<file path="src/rtl/sata_xcvr_rst_seq_pkg.sv">
// Shared types and helpers for the SATA transceiver reset sequencer.
// State encoding is visible on the sequencer's state port.
package sata_xcvr_rst_seq_pkg;

  localparam int STATE_W = 3;

  typedef enum logic [STATE_W-1:0] {
    ST_RESET   = 3'd0,
    ST_WAIT_TX = 3'd1,
    ST_WAIT_RX = 3'd2,
    ST_READY   = 3'd3,
    ST_FAULT   = 3'd4
  } state_e;

  // Width able to hold 0..max_val, never narrower than one bit.
  function automatic int cnt_w(input int max_val);
    if (max_val < 1) begin
      return 1;
    end else begin
      return $clog2(max_val + 1);
    end
  endfunction

endpackage

</file>
<file path="src/rtl/sata_xcvr_lock_filter.sv">
// RX lock stability filter: flags stable once the qualified input has been
// high for LOCK_STABLE consecutive enabled cycles.
module sata_xcvr_lock_filter
  import sata_xcvr_rst_seq_pkg::*;
#(
  parameter int LOCK_STABLE = 256
) (
  input  logic clock,
  input  logic reset,
  input  logic en,
  input  logic qual,
  output logic stable
);

  localparam int CNT_W = cnt_w(LOCK_STABLE);
  localparam logic [CNT_W-1:0] CNT_MAX = CNT_W'(LOCK_STABLE);

  logic [CNT_W-1:0] cnt_q, cnt_d;

  always_comb begin
    cnt_d = cnt_q;
    if (!(en && qual)) begin
      cnt_d = '0;
    end else if (cnt_q != CNT_MAX) begin
      cnt_d = cnt_q + CNT_W'(1);
    end else begin
      cnt_d = cnt_q;
    end
  end

  always_ff @(posedge clock) begin
    if (!reset) begin
      cnt_q <= '0;
    end else begin
      cnt_q <= cnt_d;
    end
  end

  assign stable = (cnt_q == CNT_MAX);

endmodule

</file>
<file path="src/rtl/sata_xcvr_rst_seq.sv">
// Reset sequencer in front of the SATA transceiver reset controller.
// Define SATA_XCVR_RST_SEQ_STAT_EN to add the lol_count loss-of-link counter.
module sata_xcvr_rst_seq
  import sata_xcvr_rst_seq_pkg::*;
#(
  parameter int RST_CYCLES     = 64,
  parameter int TIMEOUT_CYCLES = 1000000,
  parameter int LOCK_STABLE    = 256,
  parameter int MAX_RETRIES    = 3
) (
  input  logic               clock,
  input  logic               reset,
  input  logic               restart,
  input  logic               tx_ready,
  input  logic               rx_ready,
  input  logic               rx_is_lockedtodata,
  output logic               xcvr_reset,
  output logic               link_ready,
  output logic               fault,
  output logic [STATE_W-1:0] state
`ifdef SATA_XCVR_RST_SEQ_STAT_EN
  ,
  output logic [15:0]        lol_count
`endif
);

  localparam int RST_W = cnt_w(RST_CYCLES);
  localparam int TO_W  = cnt_w(TIMEOUT_CYCLES);
  localparam int RTY_W = cnt_w(MAX_RETRIES);
  localparam logic [RST_W-1:0] RST_LAST = RST_W'(RST_CYCLES - 1);
  localparam logic [TO_W-1:0]  TO_LAST  = TO_W'(TIMEOUT_CYCLES - 1);
  localparam logic [TO_W-1:0]  TO_MAX   = TO_W'(TIMEOUT_CYCLES);
  localparam logic [RTY_W-1:0] RTY_MAX  = RTY_W'(MAX_RETRIES);

  state_e           state_q, state_d;
  logic [RST_W-1:0] rst_cnt_q, rst_cnt_d;
  logic [TO_W-1:0]  to_cnt_q, to_cnt_d;
  logic [RTY_W-1:0] retry_q, retry_d;
  logic             xcvr_reset_q, xcvr_reset_d;
  logic             link_ready_q, link_ready_d;
  logic             fault_q, fault_d;
  logic             qual_s, stable_s, timeout_s, retry_s, exhausted_s;

  assign qual_s      = rx_ready && rx_is_lockedtodata;
  assign timeout_s   = (to_cnt_q == TO_LAST);
  assign exhausted_s = (retry_q == RTY_MAX);

  sata_xcvr_lock_filter #(
    .LOCK_STABLE(LOCK_STABLE)
  ) u_lock_filter (
    .clock (clock),
    .reset (reset),
    .en    (state_q == ST_WAIT_RX),
    .qual  (qual_s),
    .stable(stable_s)
  );

  // Progress beats timeout; restart overrides every other decision.
  always_comb begin
    state_d = state_q;
    retry_s = 1'b0;
    case (state_q)
      ST_RESET: begin
        if (rst_cnt_q == RST_LAST) state_d = ST_WAIT_TX;
        else                       state_d = ST_RESET;
      end
      ST_WAIT_TX: begin
        if (tx_ready)       state_d = ST_WAIT_RX;
        else if (timeout_s) retry_s = 1'b1;
        else                state_d = ST_WAIT_TX;
      end
      ST_WAIT_RX: begin
        if (!tx_ready)      state_d = ST_RESET;
        else if (stable_s)  state_d = ST_READY;
        else if (timeout_s) retry_s = 1'b1;
        else                state_d = ST_WAIT_RX;
      end
      ST_READY: begin
        if (!(tx_ready && qual_s)) state_d = ST_RESET;
        else                       state_d = ST_READY;
      end
      ST_FAULT: state_d = ST_FAULT;
      default:  state_d = ST_RESET;
    endcase

    if (retry_s) begin
      if (exhausted_s) state_d = ST_FAULT;
      else             state_d = ST_RESET;
    end else begin
      state_d = state_d;
    end
    if (restart) begin
      state_d = ST_RESET;
    end else begin
      state_d = state_d;
    end

    if (restart || state_d == ST_READY) begin
      retry_d = '0;
    end else if (retry_s && !exhausted_s) begin
      retry_d = retry_q + RTY_W'(1);
    end else begin
      retry_d = retry_q;
    end

    // A restart re-enters RESET, so it re-arms the hold and timeout counters.
    if (restart || state_d != state_q) begin
      rst_cnt_d = '0;
      to_cnt_d  = '0;
    end else begin
      if (state_q == ST_RESET) rst_cnt_d = rst_cnt_q + RST_W'(1);
      else                     rst_cnt_d = rst_cnt_q;
      if ((state_q == ST_WAIT_TX || state_q == ST_WAIT_RX) && to_cnt_q != TO_MAX) begin
        to_cnt_d = to_cnt_q + TO_W'(1);
      end else begin
        to_cnt_d = to_cnt_q;
      end
    end

    xcvr_reset_d = (state_d == ST_RESET) || (state_d == ST_FAULT);
    link_ready_d = (state_d == ST_READY);
    fault_d      = (state_d == ST_FAULT);
  end

  always_ff @(posedge clock) begin
    if (!reset) begin
      state_q      <= ST_RESET;
      rst_cnt_q    <= '0;
      to_cnt_q     <= '0;
      retry_q      <= '0;
      xcvr_reset_q <= 1'b1;
      link_ready_q <= 1'b0;
      fault_q      <= 1'b0;
    end else begin
      state_q      <= state_d;
      rst_cnt_q    <= rst_cnt_d;
      to_cnt_q     <= to_cnt_d;
      retry_q      <= retry_d;
      xcvr_reset_q <= xcvr_reset_d;
      link_ready_q <= link_ready_d;
      fault_q      <= fault_d;
    end
  end

  assign xcvr_reset = xcvr_reset_q;
  assign link_ready = link_ready_q;
  assign fault      = fault_q;
  assign state      = state_q;

`ifdef SATA_XCVR_RST_SEQ_STAT_EN
  logic [15:0] lol_count_q, lol_count_d;
  logic        loss_s;

  assign loss_s = (state_q == ST_READY) && !(tx_ready && qual_s) && !restart;

  always_comb begin
    if (loss_s && lol_count_q != 16'hFFFF) lol_count_d = lol_count_q + 16'd1;
    else                                   lol_count_d = lol_count_q;
  end

  always_ff @(posedge clock) begin
    if (!reset) begin
      lol_count_q <= 16'd0;
    end else begin
      lol_count_q <= lol_count_d;
    end
  end

  assign lol_count = lol_count_q;
`endif

endmodule

</file>
<file path="config.mk">
export PLATFORM = sky130hd
export DESIGN_NAME = sata_xcvr_rst_seq
export DESIGN_NICKNAME = d
export VERILOG_FILES = /design/src/rtl/sata_xcvr_rst_seq_pkg.sv /design/src/rtl/sata_xcvr_lock_filter.sv /design/src/rtl/sata_xcvr_rst_seq.sv
export SDC_FILE = /design/constraint.sdc
export NUM_CORES = 1
export LEC_CHECK = 0
export CAP_MARGIN = 40
export CORE_ASPECT_RATIO = 0.8
export CORE_MARGIN = 5
export CORE_UTILIZATION = 40
export CTS_BUF_LIST = sky130_fd_sc_hd__clkbuf_2
export DETAILED_ROUTE_END_ITERATION = 8
export PLACE_DENSITY = 0.56
export SLEW_MARGIN = 10
export SYNTH_ARGS = -nofsm -noshare
export SYNTH_HDL_FRONTEND = slang
export SYNTH_SLANG_ARGS = --single-unit
</file>
<file path="constraint.sdc">
create_clock -name clock -period 1.9 [get_ports clock]
set_input_delay 0.57 -clock clock [delete_from_list [all_inputs] [get_ports clock]]
set_output_delay 0.57 -clock clock [all_outputs]
set_load 0.005 [all_outputs]
</file>
### Yosys cells after proc, flatten, opt, wreduce, memory -nomap -nowiden

Index checks and enable logic that the tools add are counted.

* register bits: 44
* input port bits: 6
* logic and storage cells: 57

* add/subtract/negate cells: 4
* eq/ne operators: 13
* multiplexer cells: 16
* bitwise gates (word level): 1
* reduce and logical (&&, ||, !) cells: 15

Operator list (number)
* 2-to-1 mux 3 bit: 8
* adder 20 x 1 -> 20 bit (second input constant): 1
* == test 20 bit (second input constant): 1
* inequality test 20 bit (second input constant): 1
* one-hot mux 3 bit (5 select lines): 1
* adder 9 x 1 -> 9 bit (second input constant): 1
* == test 3 x 2 -> 1 bit (second input constant): 3
* == test 9 bit (second input constant): 1
* inequality test 9 bit (second input constant): 1
* adder 7 x 1 -> 7 bit (second input constant): 1
* == test 7 x 6 -> 1 bit (second input constant): 1
* == test 3 bit (second input constant): 2
* zero test 3 bit: 2
* logical AND 1 bit: 5
* 2-to-1 mux 1 bit: 5
* logical OR 1 bit: 4
* OR reduction 2 bit: 2
* == test 3 x 1 -> 1 bit (second input constant): 1
* inequality test 3 bit: 1
* adder 2 x 1 -> 2 bit (second input constant): 1
* == test 2 bit (second input constant): 1
* 2-to-1 mux 2 bit: 1
* one-hot mux 1 bit (2 select lines): 1
* AND reduction 2 bit: 1
* other kinds (2): 2

### Logic depth before layout (Yosys ltp)

* word-level depth: 10
* depth in mapped cells: 8

### Hierarchy

Synthesis repeated with hierarchy kept, for this count alone.

* cells, all modules: 265
* area total of the unflattened synthesis: 2501.1 um^2

By module, submodules not included
* sata_xcvr_rst_seq: instances 1, cells each 214, area an instance 2065.7 um^2, sequential area each 700.7 um^2
* sata_xcvr_lock_filter: instances 1, cells each 51, area an instance 435.4 um^2, sequential area each 180.2 um^2

### Worst setup path after synthesis

No wires, ideal clock.

* kind: register -> register
* start: register u_lock_filter.cnt_q[0]
* end: register rst_cnt_q[0]
* arrival time: 1.915 ns
* setup slack: -0.132 ns
* cell stages (with the launch flop): 9
* path buffers: 1
* cell sequence: dfxtp_1 > inv_1 > ha_1 > nor4bb_2 > a211oi_1 > o2111ai_4 > o211ai_4 > buf_8 > nor3_2

* longest elaborated chain between the ends: 9
* elaborated cells on any way between the ends: 12
* those cells by class: 2 x eq/ne; 8 x mux; 2 x reduce/logical

RTL lines
* start, declared: line sata_xcvr_lock_filter.sv:18 `logic [CNT_W-1:0] cnt_q, cnt_d;`
* start signal, assigned: line sata_xcvr_lock_filter.sv:35 `cnt_q <= cnt_d;`
* == test 9 bit (*): line sata_xcvr_lock_filter.sv:39 `assign stable = (cnt_q == CNT_MAX);`
* 2-to-1 mux 3 bit or 2-to-1 mux 1 bit (tied branches): line sata_xcvr_rst_seq.sv:74 `else if (stable_s) state_d = ST_READY;`
* 2-to-1 mux 3 bit or 2-to-1 mux 1 bit (tied branches): line sata_xcvr_rst_seq.sv:73 `if (!tx_ready) state_d = ST_RESET;`
* one-hot mux 3 bit (5 select lines) or one-hot mux 1 bit (2 select lines) (tied branches): line sata_xcvr_rst_seq.sv:62 `case (state_q)`
* 2-to-1 mux 3 bit (*): line sata_xcvr_rst_seq.sv:86 `if (retry_s) begin`
* 2-to-1 mux 3 bit (*): line sata_xcvr_rst_seq.sv:92 `if (restart) begin`
* inequality test 3 bit (*): line sata_xcvr_rst_seq.sv:107 `if (restart || state_d != state_q) begin`
* logical OR 1 bit (*): line sata_xcvr_rst_seq.sv:107
* OR reduction 2 bit (no line) (*)
* end signal, assigned: line sata_xcvr_rst_seq.sv:136 `rst_cnt_q <= rst_cnt_d;`
* end, declared: line sata_xcvr_rst_seq.sv:36 `logic [RST_W-1:0] rst_cnt_q, rst_cnt_d;`

Every way passes the cells marked *; elsewhere a longest branch is shown, timed or not.
A chain may end at the register's enable or synchronous reset.

### Worst setup path after layout

* start: register state_q[1], in the netlist state[1]
* end: register retry_q[0]

* longest elaborated chain between the ends: 9
* elaborated cells on any way between the ends: 18
* those cells by class: 5 x eq/ne; 9 x mux; 4 x reduce/logical

RTL lines
* start, declared: line sata_xcvr_rst_seq.sv:35 `state_e state_q, state_d;`
* start signal, assigned: line sata_xcvr_rst_seq.sv:135 `state_q <= state_d;`
* 2-to-1 mux 3 bit: line sata_xcvr_rst_seq.sv:75 `else if (timeout_s) retry_s = 1'b1;`
* 2-to-1 mux 3 bit: line sata_xcvr_rst_seq.sv:74
* 2-to-1 mux 3 bit: line sata_xcvr_rst_seq.sv:73
* one-hot mux 3 bit (5 select lines): line sata_xcvr_rst_seq.sv:62
* 2-to-1 mux 3 bit: line sata_xcvr_rst_seq.sv:86
* 2-to-1 mux 3 bit: line sata_xcvr_rst_seq.sv:92
* == test 3 x 2 -> 1 bit: line sata_xcvr_rst_seq.sv:98 `if (restart || state_d == ST_READY) begin`
* logical OR 1 bit: line sata_xcvr_rst_seq.sv:98
* OR reduction 2 bit (no line)
* end signal, assigned: line sata_xcvr_rst_seq.sv:138 `retry_q <= retry_d;`
* end, declared: line sata_xcvr_rst_seq.sv:38 `logic [RTY_W-1:0] retry_q, retry_d;`

Several ways; a longest one is shown, not always the timed one.

==> flow_metrics.env <==
export IMPL_status="complete, but fails checks"
export IMPL_violations="setup timing"
export IMPL_layout_common_cells="buf_4 (51), dfxtp_1 (38), nor3_2 (23), xnor2_1 (17), nor2_1 (15)"
export IMPL_cts_root_buf="clkbuf_2"
export IMPL_dp_hpwl_um=4100
export IMPL_cts_sinks=44
export IMPL_total_power_mw=1.36
export IMPL_finalSetupViolCount=29
export IMPL_routed_via_density=5.11
export IMPL_netlist_area_um2=2450
export IMPL_vias=2066
export IMPL_synth_ff_type="dfxtp_1"
export IMPL_cp_common_cell="buf_4"
export IMPL_layout_commonest_cell="buf_4"
export IMPL_slew_violations=0
export IMPL_drive_above_1_share_pct=37.8
export IMPL_antenna_found_initial=0
export IMPL_drt_iter0_drc=169
export IMPL_fin_util_pct=54.8
export IMPL_n_fill_cell=542
export IMPL_p_leak_nw=1.17
export IMPL_postSynthCellCount=259
export IMPL_worstMarginPinSlew_ps=501
export IMPL_hp_class="reg2reg"
export IMPL_grt_overflow_total=0
export IMPL_final_antenna_net_count=0
export IMPL_pre_cts_ws_ps=-521
export IMPL_skew_ps=11.7
export IMPL_placementRows=25
export IMPL_ys_async_sr_fraction_pct=0
export IMPL_syn_nets=271
export IMPL_grt_busiest_layer="met2"
export IMPL_worst_ir_drop_vdd_mv=0.335
export IMPL_finalWirelength_um=5670
export IMPL_core_area_um2=5940
export IMPL_rsz0062_at_grt="true"
export IMPL_crit_path_end_kind="flip-flop"
export IMPL_cp_data_arrival_time_ps=2320
export IMPL_clock_path_buffers=2
export IMPL_ys_ff_latch=44
export IMPL_place_inst=391
export IMPL_powerDensity_nw_per_um2=417
export IMPL_worst_slack_ps=-98.0
export IMPL_slowest_stage="dfxtp_4"
export IMPL_crit_type="reg2reg"
export IMPL_wl_per_cell_um=14.0
export IMPL_die_area_um2=7800
export IMPL_dr_pass1_iters=4
export IMPL_grt_util_met1_pct=21.7
export IMPL_hold_ws_ps=501
export IMPL_grtUsageTotal_pct=15.0
export IMPL_h_tree_depth=2
export IMPL_cts_buffers=5
export IMPL_met3_usage_pct=3.14
export IMPL_die_w_um=97.5
export IMPL_initial_core_util_pct=41.2
export IMPL_port_buffers=11
export IMPL_max_freq_mhz=500
export IMPL_met2_usage_pct=22.9
export IMPL_final_nets=335
export IMPL_placed_area_um2=2990
export IMPL_area_growth_pct=32.9
export IMPL_final_cells=404
export IMPL_start_kind="flip-flop"
export IMPL_ff_latch_area_um2=896
export IMPL_period_minus_slack_ps=2000
export IMPL_synth_edf_count=0
export IMPL_grt_pass1_wl_um=9540
export IMPL_ios=12
export IMPL_ctsHoldBuffers=0
export IMPL_crit_path_max_fanout=6
export IMPL_grt_pass1_vias=2003
export IMPL_hold_viol_final=0
export IMPL_cts_tree="done"
export IMPL_clkLatencyLatePin_ps=380
export IMPL_multiInputGateArea_um2=1590
export IMPL_drc=0
export IMPL_cp_required_ps=2230
export IMPL_relSlewSlack_pct=65.7
export IMPL_ys_seq_area_share_pct=35.9
export IMPL_cap_viol_max_count=0
export IMPL_ys_types=51
export IMPL_design_area_um2=3260
export IMPL_synth_avg_cell_area_um2=9.46
export IMPL_final_period_utilization_pct=105
export IMPL_clkSlewWorstSetupHoldPaths_ps=200
export IMPL_n_antenna_cell=0
export IMPL_die_h_um=80.0
export IMPL_slowest_delay_ps=390
export IMPL_synth_warnings=0
export IMPL_grt_max_degree=21
export IMPL_tns_ps=-1460
export IMPL_gp_congestion=0.845
export IMPL_worstPathCellList="buf_4 -> or2_2 -> nor2_2 -> o2111ai_4 -> buf_4 -> buf_6 -> a41o_1 -> a21oi_1"
==> registers in the layout, summed over array words and instances (netlist names) <==
name and cells:
u_lock_filter.cnt_q 9, fault 1, to_cnt_q 20, link_ready 1, state 3, retry_q 2, xcvr_reset 1, rst_cnt_q 7
==> worst paths after layout <==
kind              cells after the start                       to                    start  slack [ps]
setup / recovery                      8  retry_q[0]$_SDFFE_PP0P_      state[1]$_SDFF_PN0_        -100
hold / removal                        2  retry_q[1]$_SDFFE_PP0P_  retry_q[1]$_SDFFE_PP0P_         500
setup reg to reg                      8  retry_q[0]$_SDFFE_PP0P_      state[1]$_SDFF_PN0_        -100
hold reg to reg                       2  retry_q[1]$_SDFFE_PP0P_  retry_q[1]$_SDFFE_PP0P_         500
==> power by group <==
| group | internal, mW | switching (mW) | leakage (nW) |
|---|---|---|---|
| Combinational | 0.0323 | 0.0342 | 0.783 |
| Sequential | 0.922 | 0.00182 | 0.359 |
| Clock | 0.0880 | 0.281 | 0.0288 |
==> cell usage after synthesis, drive strengths merged (3+ instances only) <==
cell | n | area share (%)
nor2 | 16 | 2.5
and3 | 5 | 1.3
nor3 | 30 | 10
inv | 12 | 1.8
xor2 | 9 | 3.5
xnor2 | 17 | 6.1
ha | 6 | 3.1
or3 | 6 | 1.5
and4 | 5 | 1.8
nand2 | 12 | 1.8
mux2i | 3 | 1.2
buf | 9 | 3.3
o211ai | 3 | 1.5
and2 | 4 | 1.0
nor4 | 5 | 2.1
o21ai | 7 | 1.4
nand4 | 7 | 1.8
a21oi | 9 | 2.3
a211oi | 6 | 1.8
dfxtp | 44 | 36
a21o | 3 | 0.92
nand3 | 14 | 2.9
a2111oi | 5 | 1.8
==> timing repair <==
item / in CTS / in global routing
setup buffers: 4 / 1
hold endpoints to repair: 0 / 0
pin swaps: 13 / 2
resized for setup: 31 / 14
gates cloned: 0 / 1
endpoints found under the setup margin: 38 / 36
==> worst max-delay path: cells and delay by family, from the launching register on <==
| family | cells | cell delay, ps |
|---|---|---|
| compound gates | 3 | 580 |
| buf+inv | 3 | 470 |
| flops | 1 | 390 |
| simple gates | 2 | 480 |
==> logic make-up (layout without fill, tap and decap cells) <==
group	Yosys count	count (layout)	share of synthesized area [%]
fa+ha+maj	6	6	3.06
xor+xnor	26	26	9.60
mux	3	3	1.23
simple gates	117	117	31.8
compound gates	40	40	12.9
flops	44	44	35.9
buf+inv	23	87	5.46
==> routing by layer <==
metal,part of all wire (%),vias to the layer above
met3,2.8,2
met1,53,962
li1,-,1074
met4,0.42,0
met2,44,28
met5,0,-
==> layout make-up <==
| type | instances | area share [%] |
|---|---|---|
| multi-input combinational | 192 | 48.8 |
| clock buffer | 6 | 0.922 |
| clock inverter | 1 | 0.154 |
| timing repair buffer | 68 | 18.1 |
| tap | 81 | 3.11 |
| sequential | 44 | 27.5 |
| inverter | 12 | 1.38 |
Note: power is estimated with default switching activity, not from simulation.
